`src/rtl/alu_4bit.sv`:
```
// 4-bit ALU (add/sub/logic/shift) with registered result and NZCV-style flags.
// Latency 1 cycle; in_valid is accepted every cycle, there is no backpressure.
module alu_4bit (
    input  logic       clk,
    input  logic       rst,
    input  logic [3:0] a,
    input  logic [3:0] b,
    input  logic [2:0] s,
    input  logic       in_valid,
    output logic [3:0] y,
    output logic       flag_c,
    output logic       flag_v,
    output logic       flag_z,
    output logic       flag_n,
    output logic       out_valid
);

    localparam logic [2:0] OP_ADD = 3'b000;
    localparam logic [2:0] OP_SUB = 3'b001;
    localparam logic [2:0] OP_AND = 3'b010;
    localparam logic [2:0] OP_OR  = 3'b011;
    localparam logic [2:0] OP_NOT = 3'b100;
    localparam logic [2:0] OP_XOR = 3'b101;
    localparam logic [2:0] OP_SHL = 3'b110;
    localparam logic [2:0] OP_SHR = 3'b111;

    logic [4:0] arith_w;
    logic [4:0] shl_w;
    logic [4:0] shr_w;
    logic [3:0] res_y;
    logic       res_c;
    logic       res_v;

    logic [3:0] y_d, y_q;
    logic       c_d, c_q;
    logic       v_d, v_q;
    logic       z_d, z_q;
    logic       n_d, n_q;
    logic       out_valid_d, out_valid_q;

    // Shifts carry one guard bit so the last bit shifted out lands in a fixed
    // position; a zero shift amount leaves that guard bit at 0.
    always_comb begin
        arith_w = '0;
        shl_w   = {1'b0, a} << b[1:0];
        shr_w   = {a, 1'b0} >> b[1:0];
        res_y   = '0;
        res_c   = 1'b0;
        res_v   = 1'b0;
        case (s)
            OP_ADD: begin
                arith_w = {1'b0, a} + {1'b0, b};
                res_y   = arith_w[3:0];
                res_c   = arith_w[4];
                res_v   = (a[3] == b[3]) && (res_y[3] != a[3]);
            end
            OP_SUB: begin
                arith_w = {1'b0, a} - {1'b0, b};
                res_y   = arith_w[3:0];
                res_c   = arith_w[4];
                res_v   = (a[3] != b[3]) && (res_y[3] != a[3]);
            end
            OP_AND: res_y = a & b;
            OP_OR:  res_y = a | b;
            OP_NOT: res_y = ~a;
            OP_XOR: res_y = a ^ b;
            OP_SHL: begin
                res_y = shl_w[3:0];
                res_c = shl_w[4];
            end
            OP_SHR: begin
                res_y = shr_w[4:1];
                res_c = shr_w[0];
            end
        endcase
    end

    always_comb begin
        out_valid_d = in_valid;
        y_d         = y_q;
        c_d         = c_q;
        v_d         = v_q;
        z_d         = z_q;
        n_d         = n_q;
        if (in_valid) begin
            y_d = res_y;
            c_d = res_c;
            v_d = res_v;
            z_d = (res_y == 4'b0000);
            n_d = res_y[3];
        end
    end

    // Reset presents a zero result, so the zero flag comes up set.
    always_ff @(posedge clk or posedge rst) begin
        if (rst) begin
            y_q         <= 4'b0000;
            c_q         <= 1'b0;
            v_q         <= 1'b0;
            z_q         <= 1'b1;
            n_q         <= 1'b0;
            out_valid_q <= 1'b0;
        end else begin
            y_q         <= y_d;
            c_q         <= c_d;
            v_q         <= v_d;
            z_q         <= z_d;
            n_q         <= n_d;
            out_valid_q <= out_valid_d;
        end
    end

    assign y         = y_q;
    assign flag_c    = c_q;
    assign flag_v    = v_q;
    assign flag_z    = z_q;
    assign flag_n    = n_q;
    assign out_valid = out_valid_q;

endmodule

```
`config.mk`:
```
export PLATFORM = sky130hd
export DESIGN_NAME = alu_4bit
export DESIGN_NICKNAME = d
export VERILOG_FILES = /design/src/rtl/alu_4bit.sv
export SDC_FILE = /design/constraint.sdc
export NUM_CORES = 1
export LEC_CHECK = 0
export ABC_AREA = 1
export CORE_MARGIN = 8
export CORE_UTILIZATION = 53
export CTS_CLUSTER_DIAMETER = 50
export CTS_CLUSTER_SIZE = 24
export DETAILED_ROUTE_END_ITERATION = 10
export PLACE_DENSITY = 0.8
export SYNTH_ARGS = -nofsm -noshare
export SYNTH_HDL_FRONTEND = slang
export SYNTH_SLANG_ARGS = --single-unit
```
`constraint.sdc`:
```
create_clock -name clk -period 0.8 [get_ports clk]
set_input_delay 0.16 -clock clk [delete_from_list [all_inputs] [get_ports clk]]
set_output_delay 0.16 -clock clk [all_outputs]
set_load 0.02 [all_outputs]
```
==> impl.org, run 1 <==
** Run status
- Result of the run :: stopped before the end
- Stop stage :: global routing (5_1_grt)
- The tool reported: "[ERROR DPL-0038] Utilization greater than 100%, impossible to legalize".

** Placed design
- Final weighted congestion in routability-driven placement :: 0.969
- I/O Buffers :: 22
- After legalization and detailed placement, the total HPWL measured 3560 um.
- After detailed placement, the design holds a cell count of 282.

** Synthesis
- Of the total synthesized cell area, the portion taken by full adders, half adders and majority gates is 0.201.
- The number of different library cells used by synthesis comes to 27.
- By area, the combinational part of the netlist is dominated by simple AND/OR/NAND/NOR gates.
- In this run, synthesis produced a sequential element count of 8.
- The share of the Yosys chip area taken by registers is 0.161.
- Cells after Synth :: 201
- Of the total synthesized cell area, the portion taken by XOR and XNOR cells is 0.
- Measured against the total synthesized area, the mux share comes to 0.
- The area fraction in compound gates after synthesis came to 0.111.
- Cell Area, Synth :: 1250 sq um
- Basic-gate share of the synthesized area counting and, or, nand and nor cells :: 0.402
- Count of yosys warnings during synthesis :: 0
- Mapped Avg Cell Area :: 6.24 sq um
- The number of nets in the synthesized netlist is 234.

** Clocking
- Number of buffers inserted by hold repair at cts :: 0
- Clock sink count :: 8
- Root Buffer Master :: sky130_fd_sc_hd__clkbuf_4
- CTS built an H-tree with a depth of 1.
- In this run the deepest clock path goes through 2 buffers.
- In this run, CTS created clock tree buffers numbering 3.

** Die
- Number of primary I/O pins :: 23
- The initial utilization of the core area, before any placement, comes to 0.562.
- After floorplanning, the core was divided into 17 placement rows.
- The die is 64.7 um tall.
- From left edge to right edge, the die measures 64.7 um.

** STA
- After the last repair the worst path ends at a register input.
- Worst endpoint, post-GRT repair :: flag_z$_DFFE_PP1P_/D

** Global routing
- Pin count of the biggest net entering global routing :: 11
-- through the flow --
step | setup WS, ns | setup TNS, ns | hold WS [ns] | area [sq um] | utilization
after global placement | -1.35 | -11.67 | 0.411 | 1790 | 0.801
after floorplan | -0.658 | -3.85 | -0.0251 | 1300 | -
after CTS | -0.643 | -4.99 | 0.160 | 2130 | 0.953
after detailed placement | -1.39 | -12.20 | 0.439 | 1790 | 0.801
-- Yosys cell counts --
library cell	count	area share
sky130_fd_sc_hd__nand2_1	52	0.16
sky130_fd_sc_hd__inv_1	26	0.078
sky130_fd_sc_hd__nand3_1	23	0.092
sky130_fd_sc_hd__nor2_1	19	0.057
sky130_fd_sc_hd__ha_1	17	0.17
sky130_fd_sc_hd__o21ai_0	10	0.040
sky130_fd_sc_hd__a21oi_1	8	0.032
sky130_fd_sc_hd__nand4_1	8	0.040
sky130_fd_sc_hd__dfrtp_1	7	0.14
sky130_fd_sc_hd__buf_4	4	0.024
sky130_fd_sc_hd__inv_2	4	0.012
sky130_fd_sc_hd__o21ai_1	4	0.016
sky130_fd_sc_hd__fa_1	2	0.032
sky130_fd_sc_hd__nand2_2	2	0.010
sky130_fd_sc_hd__nor2_2	2	0.010
sky130_fd_sc_hd__or2_2	2	0.010
sky130_fd_sc_hd__a31oi_1	1	0.0050
sky130_fd_sc_hd__and2_1	1	0.0050
sky130_fd_sc_hd__buf_6	1	0.0090
sky130_fd_sc_hd__clkinv_1	1	0.0030
sky130_fd_sc_hd__dfstp_2	1	0.021
sky130_fd_sc_hd__nand3_4	1	0.014
sky130_fd_sc_hd__nor3_1	1	0.0040
sky130_fd_sc_hd__o211ai_1	1	0.0060
sky130_fd_sc_hd__o21a_1	1	0.0060
sky130_fd_sc_hd__o21bai_1	1	0.0060
sky130_fd_sc_hd__or2_0	1	0.0050
-- kinds of logic after synthesis --
kind of cell / Yosys count
buffers and inverters: 36
and+or+nand+nor: 112
DFF: 8
AOI/OAI and AO/OA: 26
adders and majority gates: 19
-- repair_timing --
item	CTS
gates cloned	0
resized for setup	163
buffers inserted	9
endpoints found under the setup margin	16
pin swaps	28
==> run 2, diff against run 1 <==
==> config.mk (replaced) <==
export PLATFORM = sky130hd
export DESIGN_NAME = alu_4bit
export DESIGN_NICKNAME = d
export VERILOG_FILES = /design/src/rtl/alu_4bit.sv
export SDC_FILE = /design/constraint.sdc
export NUM_CORES = 1
export LEC_CHECK = 0
export ABC_AREA = 1
export CORE_AREA = 8 8 69 71
export DETAILED_ROUTE_END_ITERATION = 10
export DIE_AREA = 0 0 77 79
export PLACE_DENSITY_LB_ADDON = 0.15
export SYNTH_ARGS = -nofsm -noshare
export SYNTH_HDL_FRONTEND = slang
export SYNTH_SLANG_ARGS = --single-unit
==> run 2 against run 1 <==
The flow now finishes, with violations (setup timing); synthesized area did not move; synthesized cell count did not move.
==> impl.org, run 2 <==
** Run status
- Result of the run: finished with violations (was stopped before the end).
- Violated checks :: setup timing

** Clocking
- The clock sink total was 8 (unchanged).
- Root Buffer Master :: sky130_fd_sc_hd__clkbuf_8 (was sky130_fd_sc_hd__clkbuf_4)
- The number of CTS-inserted buffers was 3 (unchanged).
- Htree depth :: 1 (unchanged)
- TritonCTS clock tree :: built
- Clock transition time at the flip-flop clock pins of the worst setup and hold paths :: 0.04 ns
- Clock Path Buffers :: 2 (unchanged)
- The cts-stage hold buffer count was 0 (unchanged).
- Later-pin clock latency in the skew report :: 0.23 ns

** Synthesis
- Async S/R FF share, synth :: 1.00 (unchanged)
- The fraction of the yosys area taken by sequential cells came to 0.161 (unchanged).
- Number of enable-type register cells in the synthesized netlist :: 0 (unchanged)
- Main synth FF type :: sky130_fd_sc_hd__dfrtp_1 (unchanged)
- Syn Nets :: 234 (unchanged)
- Most common cell in the synthesized netlist :: sky130_fd_sc_hd__nand2_1 (unchanged)
- The mean post-synth cell area was 6.24 sq um (unchanged).
- Dominant cell type by area after synthesis :: sky130_fd_sc_hd__ha_1 (unchanged)
- FF+latch count, synth :: 8 (unchanged)
- The cell area after synthesis was 1250 sq um (unchanged).
- The synthesis warning total is 0 (unchanged).
- Cells after Synth :: 201 (unchanged)
- Leading post-synthesis cells by instance count: sky130_fd_sc_hd__nand2_1, sky130_fd_sc_hd__inv_1, sky130_fd_sc_hd__nand3_1 (unchanged).
- Most area-consuming cells after synthesis :: sky130_fd_sc_hd__ha_1, sky130_fd_sc_hd__nand2_1, sky130_fd_sc_hd__dfrtp_1 (unchanged)
- The top cell type's share of synthesized area was 0.169 (unchanged).
- Library cells used by synthesis :: 27 (unchanged)

** STA
- The number of hold violations in the final report came to 0.
- On the final layout, the worst clock skew is 0 ns.
- In the finished design, the share of the clock period the worst path needs comes to 1.92.
- Total setup violations reported at the end of the flow :: 16
- Setup TNS :: -4.95 ns
- The total count of max-transition violations in the final report was 0.
- Unrepaired setup endpoints after global routing :: yes
- For the pin with the worst max-slew slack, the measured transition is 0.316 ns.
- Hold_ws :: 0.110 ns
- Time the final worst path needs with I/O delays and setup :: 1.54 ns
- Setup slack on the critical path of the routed design comes to -0.737 ns.
- Max Clk Rate :: 650 MHz
- Tightest slew margin relative to the limit :: 0.788

** Route
- Before antenna repair, the detailed router went through 4 iterations.
- DRT iter0 DRCs :: 82
- The count of nets left with antenna violations once routing finished came out at 0.
- Detailed-route DRC error count :: 0
- Routed wire length :: 4130 um
- In the routed layout, each cell is associated on average with a via count of 4.74.
- Dividing the detail-routed wire length by the instance count gives 12.6 um.
- Detailed routing inserted a total of 1554 vias.

** Final layout
- Flip-flop count of the largest register after layout :: 4
- Relative to the synthesized area, the layout overhead comes to 80.5%.
- Of the cells placed in the final design, the portion with a size suffix greater than 1 is 0.482.
- Most common cell after layout, fill and taps aside :: sky130_fd_sc_hd__buf_4
- Nets :: 312
- 0 antenna diodes ended up in the layout.
- In the layout the commonest cells are sky130_fd_sc_hd__buf_4, sky130_fd_sc_hd__nand2_1, sky130_fd_sc_hd__nor2_1.

** Setup path
- In this design, the critical path's most frequently occurring cell is sky130_fd_sc_hd__buf_4.
- The signal on the critical path passes through buf_12 > buf_4 > ha_4 > inv_2 > fa_2 > or2_4 > buf_4 > a21oi_2 > o21bai_1 > nand3_1 > o21ai_1 > nand2_1.
- For this design, the slowest cell found on the critical path is sky130_fd_sc_hd__fa_2.
- Category of the worst setup path launch point :: input port
- In this design, the stage delay of the slowest critical-path cell is 0.37 ns.
- Biggest fanout along the worst timing path :: 2
- Worst path required time :: 0.97 ns
- Arrival time of the worst setup path :: 1.70 ns
- Kind of end point of the critical path :: register
- By startpoint and endpoint, the worst setup path is classified as in2reg.

** Run
- Across the run, the number of max-cap violations was 0.

** Global routing
- The via count of the first global-routing pass came to 1531.
- Entering global routing, the biggest net connects 13 pins.
- For this run the aggregate overflow at the end of global routing stands at 0.
- In the global route stage, overall resource usage came out at 0.133.
- Initial antenna violation count :: 0
- The first global-routing pass estimated 6840 um of wire.

** Die
- Starting utilization of the core area :: 0.330 (was 0.562)
- Vertical die dimension :: 79 um (was 64.7 um)
- The floorplan step defined a die boundary enclosing 6080 sq um.
- Core outline area :: 3800 sq um
- The overall die width was 77 um (was 64.7 um).
- The count of standard-cell rows came to 23 (was 17).
- The number of top-level pins was 23 (unchanged).

** Placed design
- The half-perimeter wire length after placement is 3160 um (was 3560 um).
- Final weighted congestion in routability-driven placement :: 0.876 (was 0.969)
- I/O Buffers :: 22 (unchanged)
- Setup WS pre-CTS :: -1.40 ns (was -1.39 ns)

** Pwr
- For this design the static power due to leakage is 0.00114 uW.
- IR analysis of the VDD net gives a maximum drop of 0.000500 V.
- In this run the power density over the cells is 1020 nW/um^2.

** Hold path
- The min-delay analysis places its worst path in the category in2async.
[run 2: path summary, 6_finish.rpt]
check,startpoint,cells past startpoint,to,slack (ns)
max in group asynchronous,rst,3,y[0],0.42
min,rst,2,y[3],0.11
max reg2reg,flag_c,4,flag_c,-0.04
min in group clk,flag_z,2,flag_z,0.48
max,a[0],12,flag_c,-0.74
min reg2reg,flag_z,2,flag_z,0.48
[run 2: area by class of cell]
type | instances | area (sq um)
multi-input combinational | 157 | 1130
fill | 363 | 1530
inverter | 31 | 141
tap | 50 | 62.6
timing repair buffer | 78 | 683
sequential | 8 | 201
clock buffer | 4 | 45.0
[run 2: metrics by stage]
stage | instances | cell area (sq um) | total power [uW] | utilization
after global placement | 313 | 1880 | 1540 | 0.496
final | 328 | 2260 | 2310 | 0.596
after detailed placement | 313 | 1880 | 1540 | 0.496
after CTS | 326 | 2180 | 2230 | 0.574
after floorplan | 201 | 1300 | 1030 | -
after global routing | 328 | 2260 | 2480 | 0.596
[run 2: repair_timing]
| action | in CTS | in global routing |
|---|---|---|
| resized for setup | 144 | 23 |
| pin swaps | 34 | 14 |
| endpoints found under the setup margin | 16 | 16 |
| buffers inserted | 10 | 3 |
[run 2: worst max-delay path, delay by kind of cell]
kind,cells,cell delay [ns]
compound gates,3,0.25
fa+ha+maj,2,0.50
buf+inv,4,0.38
simple gates,3,0.41
[run 2: routing by layer]
| layer | wire length (um) | part of all wire | vias to the layer above | global-route usage |
|---|---|---|---|---|
| met4 | 31 | 0.0075 | 0 | 0.0377 |
| met2 | 2160 | 0.52 | 32 | 0.246 |
| met3 | 106 | 0.026 | 4 | 0.0169 |
| li1 | - | - | 807 | - |
| met1 | 1830 | 0.44 | 711 | 0.158 |
| met5 | 0 | 0 | - | 0 |
[run 2: cell families after synthesis]
| logic type | synth area share |
|---|---|
| AND/OR/NAND/NOR | 0.402 |
| adder cells (fa/ha/maj) | 0.201 |
| flip-flops | 0.161 |
| AO/OA/AOI/OAI | 0.111 |
| buffers and inverters | 0.126 |
[run 2: power by group]
group	leakage [uW]	internal, uW	switching (uW)
combinational	0.00102	656	663
sequential	0.0000977	461	37.6
clock	0.0000228	345	152
total	0.00114	1460	853
(Power assumes the default switching activity.)
